==> src/rtl/id_pipe.sv <==
// MIPS-subset decode stage with forwarding, load-use stall and a registered ID/EX payload.
// Optional BEQ/BNE/J decode with combinational branch resolution when ID_PIPE_BRANCH_EN is defined.
module id_pipe #(
    parameter int DATA_W = 32,
    parameter int FWD_N  = 2
) (
    input  logic                      clk,
    input  logic                      rst,
    input  logic [31:0]               pc_i,
    input  logic [31:0]               inst_i,
    input  logic                      in_valid_i,
    output logic                      in_ready_o,
    output logic                      rd_en1_o,
    output logic                      rd_en2_o,
    output logic [4:0]                rd_addr1_o,
    output logic [4:0]                rd_addr2_o,
    input  logic [DATA_W-1:0]         rd_data1_i,
    input  logic [DATA_W-1:0]         rd_data2_i,
    input  logic [FWD_N-1:0]          fwd_wreg_i,
    input  logic [5*FWD_N-1:0]        fwd_wd_i,
    input  logic [DATA_W*FWD_N-1:0]   fwd_wdata_i,
    input  logic                      flush_i,
`ifdef ID_PIPE_BRANCH_EN
    output logic                      br_taken_o,
    output logic [31:0]               br_target_o,
`endif
    output logic                      out_valid_o,
    input  logic                      out_ready_i,
    output logic [7:0]                aluop_o,
    output logic [2:0]                alusel_o,
    output logic [DATA_W-1:0]         reg1_o,
    output logic [DATA_W-1:0]         reg2_o,
    output logic [4:0]                wd_o,
    output logic                      wreg_o,
    output logic                      is_load_o,
    output logic                      inst_invalid_o,
    output logic [31:0]               pc_o
);
    localparam logic [7:0] EXE_NOP_OP   = 8'b0000_0000;
    localparam logic [7:0] EXE_AND_OP   = 8'b0010_0100;
    localparam logic [7:0] EXE_OR_OP    = 8'b0010_0101;
    localparam logic [7:0] EXE_XOR_OP   = 8'b0010_0110;
    localparam logic [7:0] EXE_NOR_OP   = 8'b0010_0111;
    localparam logic [7:0] EXE_ADDU_OP  = 8'b0010_0001;
    localparam logic [7:0] EXE_SUBU_OP  = 8'b0010_0011;
    localparam logic [7:0] EXE_SLL_OP   = 8'b0111_1100;
    localparam logic [7:0] EXE_SRL_OP   = 8'b0000_0010;
    localparam logic [7:0] EXE_SRA_OP   = 8'b0000_0011;
    localparam logic [7:0] EXE_ADDIU_OP = 8'b0101_0110;
    localparam logic [7:0] EXE_LW_OP    = 8'b1110_0011;
`ifdef ID_PIPE_BRANCH_EN
    localparam logic [7:0] EXE_J_OP     = 8'b0100_1111;
    localparam logic [7:0] EXE_BEQ_OP   = 8'b0101_0001;
    localparam logic [7:0] EXE_BNE_OP   = 8'b0101_0010;
    localparam logic [2:0] EXE_RES_JUMP_BRANCH = 3'b110;
`endif

    localparam logic [2:0] EXE_RES_NOP        = 3'b000;
    localparam logic [2:0] EXE_RES_LOGIC      = 3'b001;
    localparam logic [2:0] EXE_RES_SHIFT      = 3'b010;
    localparam logic [2:0] EXE_RES_ARITHMETIC = 3'b100;
    localparam logic [2:0] EXE_RES_LOAD_STORE = 3'b111;

    logic [5:0]  opcode;
    logic [5:0]  funct;
    logic [15:0] imm;
    assign opcode = inst_i[31:26];
    assign funct  = inst_i[5:0];
    assign imm    = inst_i[15:0];

    // Unpacked views of the forwarding buses.
    logic [4:0]        fwd_wd_a   [FWD_N];
    logic [DATA_W-1:0] fwd_data_a [FWD_N];
    generate
        for (genvar gi = 0; gi < FWD_N; gi++) begin : g_fwd
            assign fwd_wd_a[gi]   = fwd_wd_i[gi*5 +: 5];
            assign fwd_data_a[gi] = fwd_wdata_i[gi*DATA_W +: DATA_W];
        end
    endgenerate

    logic [7:0]        dec_aluop;
    logic [2:0]        dec_alusel;
    logic [4:0]        dec_wd;
    logic              dec_wreg;
    logic              dec_invalid;
    logic              dec_load;
    logic              dec_en1;
    logic              dec_en2;
    logic              dec_r1_rt;
    logic              dec_r2_imm;
    logic [DATA_W-1:0] dec_imm;
    logic              dec_beq;
    logic              dec_bne;
    logic              dec_j;

    always_comb begin
        dec_aluop   = EXE_NOP_OP;
        dec_alusel  = EXE_RES_NOP;
        dec_wd      = inst_i[20:16];
        dec_wreg    = 1'b0;
        dec_invalid = 1'b1;
        dec_load    = 1'b0;
        dec_en1     = 1'b0;
        dec_en2     = 1'b0;
        dec_r1_rt   = 1'b0;
        dec_r2_imm  = 1'b0;
        dec_imm     = '0;
        dec_beq     = 1'b0;
        dec_bne     = 1'b0;
        dec_j       = 1'b0;
        case (opcode)
            6'b001101, 6'b001100, 6'b001110: begin
                dec_aluop   = (opcode == 6'b001101) ? EXE_OR_OP :
                              (opcode == 6'b001100) ? EXE_AND_OP : EXE_XOR_OP;
                dec_alusel  = EXE_RES_LOGIC;
                dec_wreg    = 1'b1;
                dec_invalid = 1'b0;
                dec_en1     = 1'b1;
                dec_r2_imm  = 1'b1;
                dec_imm     = DATA_W'(imm);
            end
            6'b001111: begin
                dec_aluop   = EXE_OR_OP;
                dec_alusel  = EXE_RES_LOGIC;
                dec_wreg    = 1'b1;
                dec_invalid = 1'b0;
                dec_en1     = 1'b1;
                dec_r2_imm  = 1'b1;
                dec_imm     = DATA_W'($signed({imm, 16'h0000}));
            end
            6'b001001, 6'b100011: begin
                dec_aluop   = (opcode == 6'b001001) ? EXE_ADDIU_OP : EXE_LW_OP;
                dec_alusel  = (opcode == 6'b001001) ? EXE_RES_ARITHMETIC : EXE_RES_LOAD_STORE;
                dec_load    = (opcode == 6'b100011);
                dec_wreg    = 1'b1;
                dec_invalid = 1'b0;
                dec_en1     = 1'b1;
                dec_r2_imm  = 1'b1;
                dec_imm     = DATA_W'($signed(imm));
            end
            6'b000000: begin
                dec_wd = inst_i[15:11];
                case (funct)
                    6'b100100: begin dec_aluop = EXE_AND_OP;  dec_alusel = EXE_RES_LOGIC;      end
                    6'b100101: begin dec_aluop = EXE_OR_OP;   dec_alusel = EXE_RES_LOGIC;      end
                    6'b100110: begin dec_aluop = EXE_XOR_OP;  dec_alusel = EXE_RES_LOGIC;      end
                    6'b100111: begin dec_aluop = EXE_NOR_OP;  dec_alusel = EXE_RES_LOGIC;      end
                    6'b100001: begin dec_aluop = EXE_ADDU_OP; dec_alusel = EXE_RES_ARITHMETIC; end
                    6'b100011: begin dec_aluop = EXE_SUBU_OP; dec_alusel = EXE_RES_ARITHMETIC; end
                    6'b000000: begin dec_aluop = EXE_SLL_OP;  dec_alusel = EXE_RES_SHIFT;      end
                    6'b000010: begin dec_aluop = EXE_SRL_OP;  dec_alusel = EXE_RES_SHIFT;      end
                    6'b000011: begin dec_aluop = EXE_SRA_OP;  dec_alusel = EXE_RES_SHIFT;      end
                    default:   begin dec_aluop = EXE_NOP_OP;  dec_alusel = EXE_RES_NOP;        end
                endcase
                dec_invalid = (dec_alusel == EXE_RES_NOP);
                dec_wreg    = !dec_invalid;
                // Shifts take rt through read port 2 and the shift amount as operand 2.
                if (dec_alusel == EXE_RES_SHIFT) begin
                    dec_en2    = 1'b1;
                    dec_r1_rt  = 1'b1;
                    dec_r2_imm = 1'b1;
                    dec_imm    = DATA_W'(inst_i[10:6]);
                end else if (!dec_invalid) begin
                    dec_en1 = 1'b1;
                    dec_en2 = 1'b1;
                end
            end
`ifdef ID_PIPE_BRANCH_EN
            6'b000100, 6'b000101: begin
                dec_aluop   = (opcode == 6'b000100) ? EXE_BEQ_OP : EXE_BNE_OP;
                dec_alusel  = EXE_RES_JUMP_BRANCH;
                dec_invalid = 1'b0;
                dec_en1     = 1'b1;
                dec_en2     = 1'b1;
                dec_beq     = (opcode == 6'b000100);
                dec_bne     = (opcode == 6'b000101);
            end
            6'b000010: begin
                dec_aluop   = EXE_J_OP;
                dec_alusel  = EXE_RES_JUMP_BRANCH;
                dec_invalid = 1'b0;
                dec_j       = 1'b1;
            end
`endif
            default: ;
        endcase
    end

    assign rd_en1_o   = in_valid_i & dec_en1;
    assign rd_en2_o   = in_valid_i & dec_en2;
    assign rd_addr1_o = inst_i[25:21];
    assign rd_addr2_o = inst_i[20:16];

    // Walk oldest to youngest so the lowest matching index overrides.
    logic [DATA_W-1:0] op1;
    logic [DATA_W-1:0] op2;
    always_comb begin
        op1 = rd_data1_i;
        for (int i = FWD_N - 1; i >= 0; i--) begin
            if (fwd_wreg_i[i] && fwd_wd_a[i] == rd_addr1_o) op1 = fwd_data_a[i];
        end
        if (rd_addr1_o == 5'd0) op1 = '0;
    end

    always_comb begin
        op2 = rd_data2_i;
        for (int i = FWD_N - 1; i >= 0; i--) begin
            if (fwd_wreg_i[i] && fwd_wd_a[i] == rd_addr2_o) op2 = fwd_data_a[i];
        end
        if (rd_addr2_o == 5'd0) op2 = '0;
    end

    logic [DATA_W-1:0] dec_reg1;
    logic [DATA_W-1:0] dec_reg2;
    assign dec_reg1 = dec_r1_rt  ? op2 : op1;
    assign dec_reg2 = dec_r2_imm ? dec_imm : op2;

    logic              out_valid_reg;
    logic [7:0]        aluop_reg;
    logic [2:0]        alusel_reg;
    logic [DATA_W-1:0] reg1_reg;
    logic [DATA_W-1:0] reg2_reg;
    logic [4:0]        wd_reg;
    logic              wreg_reg;
    logic              is_load_reg;
    logic              inst_invalid_reg;
    logic [31:0]       pc_reg;

    logic advance;
    logic hazard;
    logic accept;
    assign advance = out_ready_i | ~out_valid_reg;
    assign hazard  = out_valid_reg & is_load_reg & (wd_reg != 5'd0) &
                     ((rd_en1_o & (wd_reg == rd_addr1_o)) | (rd_en2_o & (wd_reg == rd_addr2_o)));
    assign in_ready_o = rst ? 1'b0 : (flush_i ? 1'b1 : (advance & ~hazard));
    assign accept     = in_valid_i & in_ready_o & ~flush_i;

`ifdef ID_PIPE_BRANCH_EN
    logic [31:0] pc_plus4;
    assign pc_plus4    = pc_i + 32'd4;
    assign br_taken_o  = accept & (dec_j | (dec_beq & (op1 == op2)) | (dec_bne & (op1 != op2)));
    assign br_target_o = dec_j ? {pc_plus4[31:28], inst_i[25:0], 2'b00}
                               : pc_plus4 + {{14{imm[15]}}, imm, 2'b00};
`else
    logic unused_dec;
    assign unused_dec = dec_beq | dec_bne | dec_j;
`endif

    always_ff @(posedge clk) begin
        if (rst) begin
            out_valid_reg    <= 1'b0;
            aluop_reg        <= EXE_NOP_OP;
            alusel_reg       <= EXE_RES_NOP;
            reg1_reg         <= '0;
            reg2_reg         <= '0;
            wd_reg           <= '0;
            wreg_reg         <= 1'b0;
            is_load_reg      <= 1'b0;
            inst_invalid_reg <= 1'b0;
            pc_reg           <= '0;
        end else if (flush_i || (advance && !accept)) begin
            // Flush and bubble load the same harmless payload; data fields hold.
            out_valid_reg    <= 1'b0;
            aluop_reg        <= EXE_NOP_OP;
            alusel_reg       <= EXE_RES_NOP;
            wreg_reg         <= 1'b0;
            is_load_reg      <= 1'b0;
            inst_invalid_reg <= 1'b0;
        end else if (accept) begin
            out_valid_reg    <= 1'b1;
            aluop_reg        <= dec_aluop;
            alusel_reg       <= dec_alusel;
            reg1_reg         <= dec_reg1;
            reg2_reg         <= dec_reg2;
            wd_reg           <= dec_wd;
            wreg_reg         <= dec_wreg;
            is_load_reg      <= dec_load;
            inst_invalid_reg <= dec_invalid;
            pc_reg           <= pc_i;
        end
    end

    assign out_valid_o    = out_valid_reg;
    assign aluop_o        = aluop_reg;
    assign alusel_o       = alusel_reg;
    assign reg1_o         = reg1_reg;
    assign reg2_o         = reg2_reg;
    assign wd_o           = wd_reg;
    assign wreg_o         = wreg_reg;
    assign is_load_o      = is_load_reg;
    assign inst_invalid_o = inst_invalid_reg;
    assign pc_o           = pc_reg;
endmodule

==> config.mk <==
export PLATFORM = sky130hd
export DESIGN_NAME = id_pipe
export DESIGN_NICKNAME = d
export VERILOG_FILES = /design/src/rtl/id_pipe.sv
export SDC_FILE = /design/constraint.sdc
export NUM_CORES = 1
export LEC_CHECK = 0
export BUFFER_PORTS_ARGS = -buffer_cell sky130_fd_sc_hd__buf_2
export CAP_MARGIN = 10
export CORE_UTILIZATION = 30
export DETAILED_ROUTE_END_ITERATION = 16
export HOLD_SLACK_MARGIN = 0.05
export PLACE_DENSITY = 0.63
export SLEW_MARGIN = 20
export SYNTH_ARGS = -nofsm -noshare
export SYNTH_HDL_FRONTEND = slang
export SYNTH_SLANG_ARGS = --single-unit
export TNS_END_PERCENT = 5
==> constraint.sdc <==
create_clock -name clk -period 2.05 [get_ports clk]
set_clock_uncertainty 0.2 [all_clocks]
set_input_delay 0.205 -clock clk [delete_from_list [all_inputs] [get_ports clk]]
set_output_delay 0.205 -clock clk [all_outputs]
set_load 0.05 [all_outputs]
==> results of run 1 <==
## report_power, final
part | switching (mW) | total [mW] | internal (mW) | leakage (nW)
Sequential | 0.0667 | 2.41 | 2.35 | 0.950
Combinational | 1.18 | 1.99 | 0.803 | 3.90
Clock | 1.22 | 3.29 | 2.07 | 0.310
## critical path, stage by stage, from the launching register on
cell	delay (ps)
dfxtp_4	350
or4_4	540
nor2_4	180
nor4_4	80
o211ai_4	110
a31oi_4	120
nor2_4	130
buf_8	150
## area by class of cell
| class | count | area, um^2 | share of cell area, % |
|---|---|---|---|
| multi-input cells | 689 | 4820 | 38.5 |
| flip-flops and latches | 116 | 2340 | 18.7 |
| clock inverters | 15 | 215 | 1.72 |
| well taps | 324 | 405 | 3.24 |
| diodes | 2 | 5.00 | 0.0400 |
| inverters | 19 | 71.3 | 0.570 |
| clock buffers | 17 | 425 | 3.40 |
| repair buffers | 576 | 4240 | 33.8 |
## cell families after synthesis
kind of cell | synth area share, %
buffers and inverters | 8.06
AND/OR/NAND/NOR | 13.3
XOR/XNOR | 3.53
AO/OA/AOI/OAI | 43.8
flip-flops | 31.2
## timing repair
action / CTS / global route
resized for setup: 20 / 32
endpoints found under the hold margin: 80 / 0
setup endpoints to repair: 118 / 119
pin swaps: 28 / 19
cloned: 2 / 6
buffers inserted: 7 / 1
hold buffers: 88 / 0
## cell usage after synthesis (4+ instances only)
cell and count:
a311o_1 17, nor4_1 6, buf_6 5, a22o_1 7
xnor2_1 20, o211ai_1 124, a311oi_1 29, xor2_1 10
a21oi_1 122, nor2_1 31, nor2b_1 4, buf_2 26
a22oi_1 5, nand3_1 50, nand2_1 87, dfxtp_1 116
a311oi_2 40, clkbuf_1 66, inv_1 19, buf_4 11
o21ai_0 93
## sequential cells by signal, summed over array words and instances (netlist names)
| signal | count |
|---|---|
| wreg_o | 1 |
| alusel_o | 3 |
| wd_o | 5 |
| aluop_o | 8 |
| reg2_o | 32 |
| pc_o | 32 |
| reg1_o | 32 |
| out_valid_o | 1 |
| inst_invalid_o | 1 |
| is_load_o | 1 |
## final timing paths
kind | to | slack (ps)
worst min register to register | aluop_o[6] | 250
worst max register to register | reg1_o[12] | -420
worst max-delay path | in_ready_o | -420
worst min-delay path | reg1_o[10] | 60
## metal layers
layer / GRT usage [%] / up-vias
met5: 0 / -
met4: 10.1 / 2
met3: 5.97 / 78
met2: 45.2 / 538
met1: 34.8 / 4681
li1: - / 4559
==> flow_summary.json, run 1 <==
{
  "globalRouteOverflowTotal": 0,
  "crit_type": "flop to primary output",
  "crit_start": "wd_o[4]",
  "instances_no_fill": 1758,
  "reg2reg_depth": 9,
  "ys_types": 55,
  "syn-mean-instance-area_um2": 7.95,
  "via_per_inst": 5.61,
  "p_total_mw": 7.69,
  "cts_buffers": 17,
  "synth_top_area_share_pct": 31.2,
  "cts_root_buffer": "clkbuf_16",
  "finalMaxSlewViolations": 0,
  "final_common_cell": "buf_2",
  "final_antenna_net_count": 0,
  "synthCells": 935,
  "hold_ws_ps": 56.6,
  "fin_crit_sh_pct": 121,
  "final_nets": 1628,
  "fillers": 2272,
  "io_pins": 338,
  "place_ws_ps": -302,
  "die_w_um": 159,
  "h-tree-depth": 4,
  "dpl.hpwl_um": 25900,
  "min_path_cells": 3,
  "design_area_um2": 12500,
  "wl_per_cell_um": 20.5,
  "layout_common_cells": "buf_2, o211ai_1, dfxtp_1, buf_4, dlygate4sd3_1",
  "first_iter_violations": 1014,
  "yosysTopAreaCell": "dfxtp_1",
  "grt_pass1_wl_um": 54100,
  "failed_checks": "negative setup slack",
  "initial_core_util_pct": 30.6,
  "io_buffers": 337,
  "firstDrtPassIters": 6,
  "clk_latency_ps": 420,
  "die_area_um2": 25400,
  "finalCriticalPeriod_ps": 2470,
  "die_h_um": 159,
  "wl_met2_um": 16800,
  "relSlewSlack_pct": 54.2,
  "vdd_drop_max_uv": 509,
  "end_kind": "primary output",
  "routed.top_layer": "met5",
  "reg2reg_from": "wd_o[4]",
  "worst_slack_ps": -424,
  "gp_congestion": 0.934,
  "cts.sinks": 116,
  "gr-usage-all-layers_pct": 27.3,
  "row_count": 57,
  "wl_met3_um": 2850,
  "clockBufferDepth": 2,
  "worst_pin_slew_ps": 688,
  "wl_met1_um": 15200,
  "seq_area_frac_synth_pct": 31.2,
  "drive_above_1_share_pct": 44.3,
  "dp_cells": 1621,
  "hold_violations": 0,
  "grt_pass1_vias": 9475,
  "wirelength_um": 36000,
  "cts_tree": "yes",
  "yosys_warnings": 0,
  "status": "finished with violations",
  "synth-async-reset-ratio_pct": 0,
  "cap_viol_max_count": 0,
  "max_freq_mhz": 404,
  "leakagePower_nw": 5.16,
  "synth_nets": 1144,
  "crit_arrival_ps": 2070,
  "crit_path_max_fanout": 3,
  "cts.clk_slew.worst_paths_ps": 60,
  "min_from": "fwd_wdata_i[10]",
  "synth_edf_count": 0,
  "synth-seq-cells": 116,
  "dpl_cell_area_um2": 10600,
  "syn_area_um2": 7430,
  "rsz0062_at_grt": "true",
  "vias": 9858,
  "required_ps": 1640,
  "grt_max_degree": 104,
  "hold_path.class": "primary input to flop",
  "netlist_top_cells_area": "dfxtp_1, o211ai_1, a21oi_1, a311oi_2, o21ai_0",
  "antenna_found_initial": 4,
  "finalSetupTns_ps": -40500,
  "synthFlopType": "dfxtp_1",
  "drc_errors": 0,
  "powerDensity_nw_per_um2": 614,
  "syn_to_final_growth_pct": 68.4,
  "startpoint_type": "flop",
  "finalSetupViolCount": 117,
  "coreArea_um2": 24300,
  "postLayoutCoreUtil_pct": 51.5
}
Power figures use the tool's default switching activity.
==> run 2: changes to the inputs <==
--- a/config.mk
+++ b/config.mk
@@ -7,10 +7,12 @@
 export LEC_CHECK = 0
 export BUFFER_PORTS_ARGS = -buffer_cell sky130_fd_sc_hd__buf_2
 export CAP_MARGIN = 10
+export CORE_MARGIN = 5
 export CORE_UTILIZATION = 30
 export DETAILED_ROUTE_END_ITERATION = 16
 export HOLD_SLACK_MARGIN = 0.05
 export PLACE_DENSITY = 0.63
+export SETUP_SLACK_MARGIN = 0.4
 export SLEW_MARGIN = 20
 export SYNTH_ARGS = -nofsm -noshare
 export SYNTH_HDL_FRONTEND = slang
==> flow_summary.json, run 2 (synthesis results as in run 1) <==
{
  "gr-usage-all-layers_pct": 25.1,
  "finalMaxSlewViolations": 0,
  "die_w_um": 167,
  "die_h_um": 167,
  "cts_tree": "yes",
  "critical_path.cell_chain": "or4_4, nor2_4, nor4_4, buf_4, a21o_4, nor2_4, buf_12, buf_12, a311oi_2",
  "fin_crit_sh_pct": 122,
  "relSlewSlack_pct": 52.7,
  "vias": 9775,
  "grt_pass1_vias": 9590,
  "antenna_found_initial": 3,
  "hold_buffers": 91,
  "seqCellArea_um2": 2340,
  "clockBufferDepth": 2,
  "die_area_um2": 28000,
  "gp_congestion": 0.912,
  "cp_num_cells": 9,
  "dpl.hpwl_um": 27300,
  "drive_above_1_share_pct": 44.2,
  "via_per_inst": 5.54,
  "worst_slack_ps": -457,
  "multi_input_area_um2": 4820,
  "finalSetupViolCount": 117,
  "pwr-share-seq_pct": 32.3,
  "syn_to_final_growth_pct": 67.7,
  "max_freq_mhz": 399,
  "final_antenna_net_count": 0,
  "combinationalPowerShare_pct": 26.7,
  "p_int_mw": 5.03,
  "place_ws_ps": -418,
  "row_count": 57,
  "firstDrtPassIters": 5,
  "io_buffers": 337,
  "postLayoutCoreUtil_pct": 51.1,
  "startpoint_type": "flop",
  "p_switching_mw": 2.44,
  "dpl_cell_area_um2": 10700,
  "instances_no_fill": 1764,
  "crit_buf_inv": 3,
  "reg2reg_depth": 9,
  "switching_share_pct": 32.7,
  "cts_root_buffer": "clkbuf_16",
  "crit_type": "flop to flop",
  "cts_buffers": 17,
  "end_kind": "flop",
  "powerDensity_nw_per_um2": 600,
  "cts.clk_slew.worst_paths_ps": 60,
  "antenna_cells": 0,
  "leakagePower_nw": 5.16,
  "worst_path_max_delay_cell": "or4_4",
  "worst_pin_slew_ps": 709,
  "crit_arrival_ps": 2580,
  "dp_cells": 1635,
  "first_iter_violations": 832,
  "required_ps": 2120,
  "hold_path.class": "primary input to flop",
  "crit_path_max_fanout": 18,
  "wirelength_um": 37000,
  "vdd_drop_max_uv": 494,
  "cap_viol_max_count": 0,
  "grt_pass1_wl_um": 56200,
  "h-tree-depth": 4,
  "final_common_cell": "buf_2",
  "layout_common_cells": "buf_2, o211ai_1, buf_4",
  "coreArea_um2": 24400,
  "wl_per_cell_um": 21.0,
  "final_nets": 1636,
  "drc_errors": 0,
  "min_path_cells": 4,
  "path_delay_family": "simple AND/OR/NAND/NOR gates",
  "grt_max_degree": 104,
  "power.share.clock_pct": 41.0,
  "failed_checks": "negative setup slack",
  "fillers": 2310,
  "io_pins": 338,
  "initial_core_util_pct": 30.5,
  "finalSetupTns_ps": -41630,
  "clk_latency_ps": 420,
  "cp_slowest_stage_delay_ps": 540,
  "finalCriticalPeriod_ps": 2510,
  "rsz0062_at_grt": "true",
  "status": "finished with violations",
  "design_area_um2": 12500,
  "globalRouteOverflowTotal": 0,
  "hold_violations": 0,
  "cts.sinks": 116
}
-- run 2: cell types whose count changed in the layout (fill, tap and decap cells not counted), moves of 4 or more --
cell / before / now
clkbuf_16: 22 / 18
o21ai_1: 16 / 12
a21oi_1: 82 / 89
a21oi_2: 38 / 32
buf_4: 109 / 120
o21ai_0: 76 / 80
-- run 2: stage by stage --
stage                     hold slack, ps  power, mW
after floorplan                      153       3.49
after global placement               235       4.24
after detailed placement             243       4.26
after CTS                           11.7       7.53
after global routing                40.0       7.78
final                               24.8       7.48
-- run 2: cell type report --
type | instances | area share (%)
clock buffers | 19 | 3.63
clock inverters | 13 | 1.17
inverters | 19 | 0.572
multi-input cells | 689 | 38.7
flip-flops and latches | 116 | 18.8
well taps | 324 | 3.25
repair buffers | 584 | 33.9
-- run 2: repair_timing --
item                       in CTS  in global routing
cloned                          0                  1
hold endpoints to repair       85                  1
setup buffers                   4                  1
resized for setup              38                 15
setup endpoints to repair     119                119
pin swaps                      46                 22
-- run 2: worst paths after layout --
| path | startpoint | to | slack [ps] |
|---|---|---|---|
| worst max-delay path | wd_o[2] | reg1_o[10] | -460 |
| worst min-delay path | out_ready_i | out_valid_o | 20 |
| worst max register to register | wd_o[2] | reg1_o[10] | -460 |
| worst min register to register | inst_invalid_o | inst_invalid_o | 240 |
-- run 2: power by group through the flow --
stage	sequential, mW	clock (mW)	combinational [mW]
after global placement	2.46	0	1.79
after floorplan	2.78	0	0.709
after detailed placement	2.46	0	1.80
after global routing	2.42	3.25	2.11
final	2.41	3.07	2.00
after CTS	2.41	3.15	1.96
-- run 2: routing by layer --
metal / GRT usage [%] / part of all wire, %
met2: 41.8 / 47
met4: 6.00 / 2.1
met1: 33.5 / 44
met3: 5.40 / 7.2
met5: 0 / 0.092
-- run 2: worst min-delay path, cell delays in order --
cell      delay [ps]
buf_2             70
nand2b_1         120
buf_4            140
a21boi_2          50
